### config.mk
export PLATFORM = sky130hd
export DESIGN_NAME = exec_sequencer
export DESIGN_NICKNAME = d
export VERILOG_FILES = /design/src/rtl/exec_sequencer.sv
export SDC_FILE = /design/constraint.sdc
export NUM_CORES = 1
export LEC_CHECK = 0
export ABC_AREA = 1
export CORE_MARGIN = 10
export CORE_UTILIZATION = 50
export CTS_CLUSTER_DIAMETER = 200
export CTS_CLUSTER_SIZE = 8
export DETAILED_ROUTE_END_ITERATION = 8
export DONT_BUFFER_PORTS = 1
export GPL_ROUTABILITY_DRIVEN = 0
export GPL_TIMING_DRIVEN = 0
export PLACE_DENSITY_LB_ADDON = 0.1
export SLEW_MARGIN = 20
export SYNTH_ARGS = -nofsm -noshare
export SYNTH_HDL_FRONTEND = slang
export SYNTH_SLANG_ARGS = --single-unit
### constraint.sdc
create_clock -name clk -period 4.6 [get_ports clk]
set_input_delay 0.92 -clock clk [delete_from_list [all_inputs] [get_ports clk]]
set_output_delay 0.92 -clock clk [all_outputs]
set_load 0.02 [all_outputs]
### src/rtl/exec_sequencer.sv
// exec_sequencer: four-state instruction sequencer driving an external ALU and a 4x8 register file.
// Optional macro EXEC_SEQ_ILLEGAL_TRAP_EN makes reserved ops halt with a sticky illegal_op.
module exec_sequencer #(
    parameter logic [7:0] REG_RESET_VALUE = 8'h00
) (
    input  logic        clk,
    input  logic        rst_n,
    input  logic        instr_valid,
    output logic        instr_ready,
    input  logic [15:0] instr_data,
    output logic [3:0]  alu_component_select,
    output logic [7:0]  alu_input_1,
    output logic [7:0]  alu_input_2,
    input  logic [7:0]  alu_output_1,
    output logic        wb_valid,
    output logic [1:0]  wb_addr,
    output logic [7:0]  wb_data,
    output logic        zero_flag,
    output logic        illegal_op,
    input  logic [1:0]  dbg_addr,
    output logic [7:0]  dbg_data
);
`ifdef EXEC_SEQ_ILLEGAL_TRAP_EN
    localparam bit TRAP_EN = 1'b1;
`else
    localparam bit TRAP_EN = 1'b0;
`endif

    typedef enum logic [2:0] {IDLE, READ, EXEC, WB, HALT} state_t;

    state_t      state_q;
    logic [15:0] instr_q;
    logic [7:0]  regs_q [4];
    logic [7:0]  result_q;
    logic [3:0]  alu_sel_q;
    logic [7:0]  alu_in1_q;
    logic [7:0]  alu_in2_q;
    logic        wb_valid_q;
    logic [1:0]  wb_addr_q;
    logic [7:0]  wb_data_q;
    logic        zero_q;
    logic        illegal_q;

    logic [3:0] op;
    logic [1:0] rd;
    logic [1:0] rs1;
    logic [1:0] rs2;
    logic [7:0] imm;
    logic       is_ldi;
    logic       reserved;
    logic [7:0] result_d;

    assign op       = instr_q[15:12];
    assign rd       = instr_q[11:10];
    assign rs1      = instr_q[9:8];
    assign rs2      = instr_q[1:0];
    assign imm      = instr_q[7:0];
    assign is_ldi   = op == 4'b1000;
    assign reserved = !(is_ldi || op <= 4'b0100);
    assign result_d = is_ldi ? imm : alu_output_1;

    assign instr_ready          = state_q == IDLE;
    assign alu_component_select = alu_sel_q;
    assign alu_input_1          = alu_in1_q;
    assign alu_input_2          = alu_in2_q;
    assign wb_valid             = wb_valid_q;
    assign wb_addr              = wb_addr_q;
    assign wb_data              = wb_data_q;
    assign zero_flag            = zero_q;
    assign illegal_op           = illegal_q;
    assign dbg_data             = regs_q[dbg_addr];

    always_ff @(posedge clk or negedge rst_n) begin
        if (!rst_n) begin
            state_q    <= IDLE;
            instr_q    <= '0;
            result_q   <= '0;
            alu_sel_q  <= '0;
            alu_in1_q  <= '0;
            alu_in2_q  <= '0;
            wb_valid_q <= 1'b0;
            wb_addr_q  <= '0;
            wb_data_q  <= '0;
            zero_q     <= 1'b0;
            illegal_q  <= 1'b0;
            for (int i = 0; i < 4; i++) regs_q[i] <= REG_RESET_VALUE;
        end else begin
            wb_valid_q <= 1'b0;
            case (state_q)
                IDLE: if (instr_valid) begin
                    instr_q <= instr_data;
                    state_q <= READ;
                end
                READ: begin
                    alu_sel_q <= is_ldi ? 4'b0000 : op;
                    alu_in1_q <= regs_q[rs1];
                    alu_in2_q <= regs_q[rs2];
                    illegal_q <= TRAP_EN && reserved;
                    state_q   <= (TRAP_EN && reserved) ? HALT : EXEC;
                end
                // Write-back outputs are registered here so they are visible during WB.
                EXEC: begin
                    result_q <= result_d;
                    if (!reserved) begin
                        wb_valid_q <= 1'b1;
                        wb_addr_q  <= rd;
                        wb_data_q  <= result_d;
                        zero_q     <= result_d == 8'h00;
                    end
                    state_q <= WB;
                end
                WB: begin
                    if (!reserved) regs_q[rd] <= result_q;
                    state_q <= IDLE;
                end
                default: state_q <= TRAP_EN ? HALT : IDLE;
            endcase
        end
    end
endmodule

## After elaboration in Yosys (flattened, before gate mapping)

Cells that the tools add are included.
W data, S select, Z words.

| storage, ports and cells | value |
|---|---|
| word-level logic and storage cells | 54 |
| output and inout bits | 42 |
| flip-flop bits (word level) | 91 |
| input bits | 29 |

| cells by class | value |
|---|---|
| reductions and logical operators | 7 |
| eq/ne operators | 5 |
| muxes and demuxes | 18 |
| bitwise operators | 4 |
| order comparisons | 6 |

Operators with widths:

| kind | count |
|---|---|
| $mux W8 | 8 |
| $bmux W8 S2 | 3 |
| $bwmux W32 | 1 |
| $demux W8 S2 | 1 |
| $ge A3 B3 Y1 const B | 4 |
| $not A2 Y3 | 4 |
| $pmux W3 S3 | 1 |
| $logic_not A8 Y1 | 1 |
| $eq A3 B2 Y1 const B | 2 |
| $reduce_and A2 Y1 | 3 |
| $eq A4 B4 Y1 const B | 1 |
| $le A4 B3 Y1 const B | 1 |
| $mux W4 | 1 |
| $eq A3 B1 Y1 const B | 1 |
| $logic_not A3 Y1 | 1 |
| $lt A3 B1 Y1 const B | 1 |
| $mux W3 | 1 |
| $mux W1 | 2 |
| $ne A2 B2 Y1 const B | 1 |
| $logic_and A1 B1 Y1 | 1 |
| $logic_or A1 B1 Y1 | 1 |

## Depth between registers and ports, before layout

Gate-level depths: netlist of the first run.

| logic depth | value |
|---|---|
| depth in word-level cells | 6 |
| mapped depth | 10 |
| mapped depth without buffers | 9 |

## Worst setup path before layout of the first run

Ideal clock, no wire load.

| timing | value |
|---|---|
| kind | input to output |
| start point | input dbg_addr[0] |
| end point | output dbg_data[6] |
| stages | 6 |
| buffers on the path | 2 |
| arrival time | 2017 ps |
| data required time | 3680 ps |
| path slack | 1663 ps |
| cell sequence | clkbuf_1 > inv_1 > clkbuf_1 > o21ai_0 > a21oi_1 > a21oi_1 |

| between the ends | value |
|---|---|
| word-level cells in the longest chain between the ends | 4 |

Ends and longest elaborated chain:

| item | RTL line | source |
|---|---|---|
| from (decl) | 20 | `input logic [1:0] dbg_addr,` |
| $not A2 Y3 (not written as such) | 71 | `assign dbg_data = regs_q[dbg_addr];` |
| $bmux W8 S2 | 71 |  |
| $mux W8 (not written as such) (2 in a row) | 71 |  |
| to (decl) | 21 | `output logic [7:0] dbg_data` |

No other way between the ends. The select of a mux whose other input is x is not followed.

## Final worst setup path of the first run

| timing | value |
|---|---|
| start point | input dbg_addr[0] |
| end point | output dbg_data[4] |

Same word-level chain as after synthesis.

==> results of run 1 <==
-- path summary, 6_finish.rpt --
path | from | end | slack, ns | cells past startpoint
worst max-delay path | dbg_addr[0] | dbg_data[4] | 1.36 | 6
worst min-delay path | rst_n | alu_component_select[1]$_DFFE_PN0P_ | 0.24 | 0
worst max register to register | state_q[0]$_DFFE_PN0P_ | instr_q[11]$_DFFE_PN0P_ | 2.76 | 6
worst min register to register | result_q[4]$_DFFE_PN0N_ | result_q[4]$_DFFE_PN0N_ | 0.49 | 2
max in group asynchronous | rst_n | regs_q[8]$_DFFE_PN0P_ | 4.24 | 0
min in group clk | result_q[4]$_DFFE_PN0N_ | result_q[4]$_DFFE_PN0N_ | 0.49 | 2
-- metrics by stage --
stage | area (um^2) | hold WS (ns)
6_report | 4600 | 0.238
4_1_cts | 4600 | 0.236
2_1_floorplan | 4290 | 0.453
3_3_place_gp | 4420 | 0.467
5_1_grt | 4600 | 0.221
3_5_place_dp | 4420 | 0.474
-- metal layers --
layer	global-route usage	vias up	wire length, um
li1	-	1676	-
met5	0	-	0
met2	0.254	96	4810
met4	0.0635	0	166
met3	0.0485	11	760
met1	0.226	1610	4790
-- synthesized netlist by cell type --
master and count:
a21oi_1 51, a22oi_1 1, a31oi_1 16, buf_1 1
buf_2 1, buf_4 1, buf_6 4, clkbuf_1 21
conb_1 1, dfrtp_1 90, ha_1 4, inv_1 50
mux2_2 6, nand2_1 107, nand2_2 1, nand2_4 6
nand3_1 9, nor2_1 36, nor2_4 2, nor2_8 1
o211ai_1 16, o21ai_0 43, o21ai_1 24, o21ai_2 8
-- power groups by stage --
stage	combinational, uW	sequential (uW)	clock, uW
after floorplan	1060	1550	0
after global placement	1300	1640	0
after detailed placement	1340	1660	0
after CTS	1340	1640	518
after global routing	1540	1700	548
final	1340	1640	511
-- area by class of cell --
cell class                      count  area, um^2
Sequential cell                    90        2250
Multi-Input combinational cell    332        1710
Clock buffer                       12         155
Buffer                             28         140
Inverter                           50         188
Tap cell                          105         131
Clock inverter                      3        25.0
Fill cell                         783        3700
-- state kept, by name, summed over array words and instances, names as in the netlist --
name	count
wb_valid	1
result_q	8
instr_q	16
zero_flag	1
alu_component_select	4
alu_input_1	8
alu_input_2	8
wb_addr	2
state_q	2
wb_data	8
regs_q	32
-- logic make-up (layout without fill, tap and decap cells) --
logic type      Yosys count  after routing  share of synthesized area
other cells               1              1                   0.000875
fa+ha+maj                 4              4                     0.0117
flops                    90             90                      0.525
compound gates          159            159                      0.207
mux                       6              6                     0.0158
simple gates            162            162                      0.163
buf+inv                  78             93                     0.0765
==> flow_metrics.tcl, run 1 <==
set metrics [dict create \
    status "finished, final reports clean" \
    dr.pass1.iters 6 \
    postCtsSetupBuffers 0 \
    hold_viol_final 0 \
    rsz0062_at_grt "no" \
    place_ws_ns 1.37 \
    fmax_ghz 0.309 \
    power_frac_clock 0.147 \
    crit_arrival_ns 2.32 \
    drc 0 \
    critPathBufInv 3 \
    die-width_um 113 \
    initial_core_util 0.517 \
    fin_setup_tns_ns 0 \
    setup_violations 0 \
    routedWlPerCell_um 17.0 \
    cts_buffer_depth 2 \
    drive_above_1_share 0.0854 \
    n_antenna_cell 0 \
    synthTopCellsByArea "dfrtp_1 53%, nand2_1 9.4%, a21oi_1 6.0%" \
    fp.coreArea_mm2 0.00830 \
    post-dp-hpwl_um 8030 \
    die_area_mm2 0.0127 \
    clk_pin_slew_ns 0.10 \
    synth-warning-count 0 \
    grt_start_max_net_pins 91 \
    worstPathRequired_ns 3.68 \
    synth.top_cell.area_share 0.525 \
    grt_pass1_wl_um 17600 \
    cts_tree "yes" \
    num_vias 3393 \
    die_h_um 113 \
    finClkSkew_ns 0.0131 \
    yosysTopAreaCell "dfrtp_1" \
    syn_area_mm2 0.00429 \
    wirelength_um 10500 \
    grt.overflow.total 0 \
    crit_slowest_cell "a21oi_1" \
    detail_route.vias_per_cell 5.47 \
    final_common_cell "nand2_1" \
    combPwrFrac 0.384 \
    crit_chain "clkbuf_1 -> inv_1 -> clkbuf_1 -> o21ai_0 -> a21oi_1 -> a21oi_1" \
    yosysUniqueCellTypes 24 \
    drv_slew 0 \
    fin_nets 544 \
    cts_buffers 9 \
    power.switching_uw 1640 \
    syn_to_final_growth_pct 7.27 \
    cp-start-kind "primary input" \
    mostFrequentLayoutCells "107 x nand2_1, 90 x dfrtp_1, 51 x a21oi_1" \
    fin_crit_sh 0.704 \
    drv_cap 0 \
    syn-num-nets 533 \
    p_leak_uw 0.00221 \
    cts-root-buf "clkbuf_8" \
    clkLatencyLatePin_ns 0.36 \
    grt_pass1_vias 3352 \
    switching_share 0.469 \
    worstMarginPinSlew_ns 0.623 \
    cp_top_family "compound AO/OA/AOI/OAI gates" \
    endpoint_kind "output pin" \
    cts_htree_levels 3 \
    internal-power_uw 1850 \
    irDropWorstVdd_uv 292 \
    final_core_util 0.554 \
    synthCells 500 \
    io_buffer_count 0 \
    ys_ff_latch 90 \
    drtAntennaViolNets 0 \
    hold_path.class "in -> async" \
    critical-path-max-stage-delay_ns 0.44 \
    row_count 33 \
    period_needed_ns 3.24 \
    globalRouteTotalUtil 0.169 \
    drtIter0Drc 229 \
    criticalPathCategory "in -> out" \
    p_per_area_mw_per_mm2 759 \
    syn_area_per_cell_um2 8.58 \
    cts_sinks 90 \
    ys_seq_area_frac 0.525 \
    relSlewSlack 0.586 \
    ctsHoldBuffers 0 \
    dp.cells 605 \
    final.setup.worst_slack_ns 1.36 \
    boundaryPins 71 \
    antenna_found_initial 0 \
    power.share.sequential 0.470 \
    worstPathMaxFanout 10 \
    total_power_uw 3490 \
    final_cells 620 \
    ctsResizeCount 0 \
]
(Power assumes the default switching activity.)
==> inputs of run 2 (changes only) <==
ABC_AREA = 0   (was 1)
clock period = 2.7 ns   (was 4.6 ns; I/O delays follow)
==> run 2 against run 1 <==
Largest cell class unchanged. Routed wire length down 18%. Clock power up 84%. First-iteration DRC count is 64% lower. Synthesized cell count fell by 45%.
==> flow_metrics.tcl, run 2 <==
set metrics [dict create \
    grt_pass1_wl_um 13900 \
    num_vias 2271 \
    cp_top_family "multiplexers" \
    p_leak_uw 0.00191 \
    cts_htree_levels 3 \
    drive_above_1_share 0.421 \
    fin_crit_sh 0.748 \
    antenna_found_initial 0 \
    cp-start-kind "primary input" \
    critPathBufInv 1 \
    wirelength_um 8670 \
    ys_seq_area_frac 0.540 \
    final_common_cell "dfrtp_1" \
    syn_area_per_cell_um2 15.2 \
    yosysMostFrequentCell "dfrtp_1" \
    dr.pass1.iters 4 \
    yosysUniqueCellTypes 28 \
    worstPathMaxFanout 8 \
    die_h_um 111 \
    boundaryPins 71 \
    ctsHoldBuffers 1 \
    largest_reg_flops 32 \
    drv_slew 0 \
    drv_cap 0 \
    worstPathRequired_ns 2.16 \
    postCtsSetupBuffers 0 \
    hold_path.class "in -> async" \
    finClkSkew_ns 0.00944 \
    synthTopCellsByArea "dfrtp_1 54%, mux2_2 18%, mux4_2 13%" \
    criticalPathCategory "in -> out" \
    cts-root-buf "clkbuf_8" \
    crit_arrival_ns 1.48 \
    synthTopCellsByCount "90 x dfrtp_1, 67 x mux2_2, 24 x mux4_2" \
    final_core_util 0.554 \
    fp.coreArea_mm2 0.00818 \
    ctsResizeCount 0 \
    ys.flop_type "dfrtp_1" \
    synthArstFlopShare 1.00 \
    syn-num-nets 307 \
    largest_register "regs_q" \
    crit_chain "buf_1 -> mux4_2" \
    cts_tree "yes" \
    syn_to_final_growth_pct 8.70 \
    drtIter0Drc 83 \
    synth-warning-count 0 \
    mostFrequentLayoutCells "90 x dfrtp_1, 67 x mux2_2, 24 x mux4_2" \
    globalRouteTotalUtil 0.141 \
    drc 0 \
    synth_edf_count 0 \
    drtAntennaViolNets 0 \
    syn_area_mm2 0.00417 \
    worstMarginPinSlew_ns 0.709 \
    hold_viol_final 0 \
    cts_sinks 90 \
    rsz0062_at_grt "no" \
    fmax_ghz 0.495 \
    grt_start_max_net_pins 91 \
    post-dp-hpwl_um 6080 \
    io_buffer_count 0 \
    nFillCells 687 \
    period_needed_ns 2.02 \
    initial_core_util 0.510 \
    yosysTopAreaCell "dfrtp_1" \
    row_count 33 \
    status "finished, final reports clean" \
    grt_pass1_vias 2431 \
    setup_violations 0 \
    clkLatencyLatePin_ns 0.35 \
    irDropWorstVdd_uv 547 \
    critical-path-max-stage-delay_ns 0.49 \
    relSlewSlack 0.527 \
    crit_slowest_cell "mux4_2" \
    clk_pin_slew_ns 0.08 \
    die_area_mm2 0.0124 \
    p_per_area_mw_per_mm2 1350 \
    fin_setup_tns_ns 0 \
    fin_nets 319 \
    cts_buffer_depth 2 \
    grt.overflow.total 0 \
    synthCells 274 \
    synth.top_cell.area_share 0.540 \
    die-width_um 111 \
    detail_route.vias_per_cell 5.75 \
    endpoint_kind "output pin" \
    n_antenna_cell 0 \
    routedWlPerCell_um 21.9 \
    reg_top3 "regs_q (32), instr_q (16)" \
    ys_ff_latch 90 \
    cts_buffers 9 \
]
run 2: cell count changes after synthesis, moves of 24 or more:
cell / previous run / this run
o21ai_1: 24 / 0
inv_1: 50 / 5
mux4_2: 0 / 24
mux2_2: 6 / 67
nand2_1: 107 / 11
o21ai_0: 43 / 10
a21oi_1: 51 / 9
nor2_1: 36 / 12
run 2: report_power, final:
group	total [uW]	internal [uW]	switching, uW
registers	2910	2030	882
clock network	938	498	440
logic	2280	1290	996
total	6140	3820	2320
run 2: per-stage QoR:
step | std cells | power (uW) | cell area [um^2] | hold slack (ns) | setup WS, ns
after global routing | 395 | 6570 | 4530 | 0.116 | 0.636
after CTS | 395 | 6230 | 4530 | 0.109 | 0.657
final | 395 | 6140 | 4530 | 0.108 | 0.681
after detailed placement | 379 | 5250 | 4300 | 0.249 | 0.657
after global placement | 379 | 5180 | 4300 | 0.248 | 0.662
after floorplan | 274 | 4690 | 4170 | 0.244 | 0.792
run 2: layout make-up:
| cell class | count | area (um^2) | area share |
|---|---|---|---|
| well taps | 105 | 131 | 0.0290 |
| clock inverters | 2 | 35.0 | 0.00773 |
| repair buffers | 1 | 27.5 | 0.00607 |
| clock buffers | 13 | 169 | 0.0373 |
| multi-input cells | 164 | 1820 | 0.402 |
| inverters | 5 | 18.8 | 0.00414 |
| flip-flops and latches | 90 | 2250 | 0.497 |
| plain buffers | 15 | 76.3 | 0.0168 |
run 2: kinds of logic (layout without fill, tap and decap cells):
logic type                 after synthesis  in the layout  synth area share
AOI/OAI and AO/OA                       23             23            0.0312
adders and majority gates                4              4            0.0120
DFF                                     90             90             0.540
other                                    1              1          0.000899
muxes                                  102            102             0.341
buffers and inverters                   20             36            0.0228
and+or+nand+nor                         34             34            0.0522
run 2: routing by layer:
| metal | wire [um] | global-route usage | vias to the layer above |
|---|---|---|---|
| met2 | 4080 | 0.223 | 61 |
| met5 | 0 | 0 | - |
| li1 | - | - | 1040 |
| met3 | 802 | 0.0660 | 11 |
| met4 | 121 | 0.0463 | 0 |
| met1 | 3660 | 0.166 | 1159 |
run 2: path summary, 6_finish.rpt:
check	from	slack (ns)	to	cells after the start
worst min-delay path	rst_n	0.11	regs_q[14]$_DFFE_PN0P_	1
worst max-delay path	dbg_addr[1]	0.68	dbg_data[5]	2
worst max register to register	state_q[0]$_DFFE_PN0P_	0.76	instr_q[7]$_DFFE_PN0P_	5
worst min register to register	instr_q[7]$_DFFE_PN0P_	0.54	instr_q[7]$_DFFE_PN0P_	1
min in group clk	instr_valid	0.26	state_q[1]$_DFFE_PN0P_	1
max in group asynchronous	rst_n	2.27	instr_q[2]$_DFFE_PN0P_	1
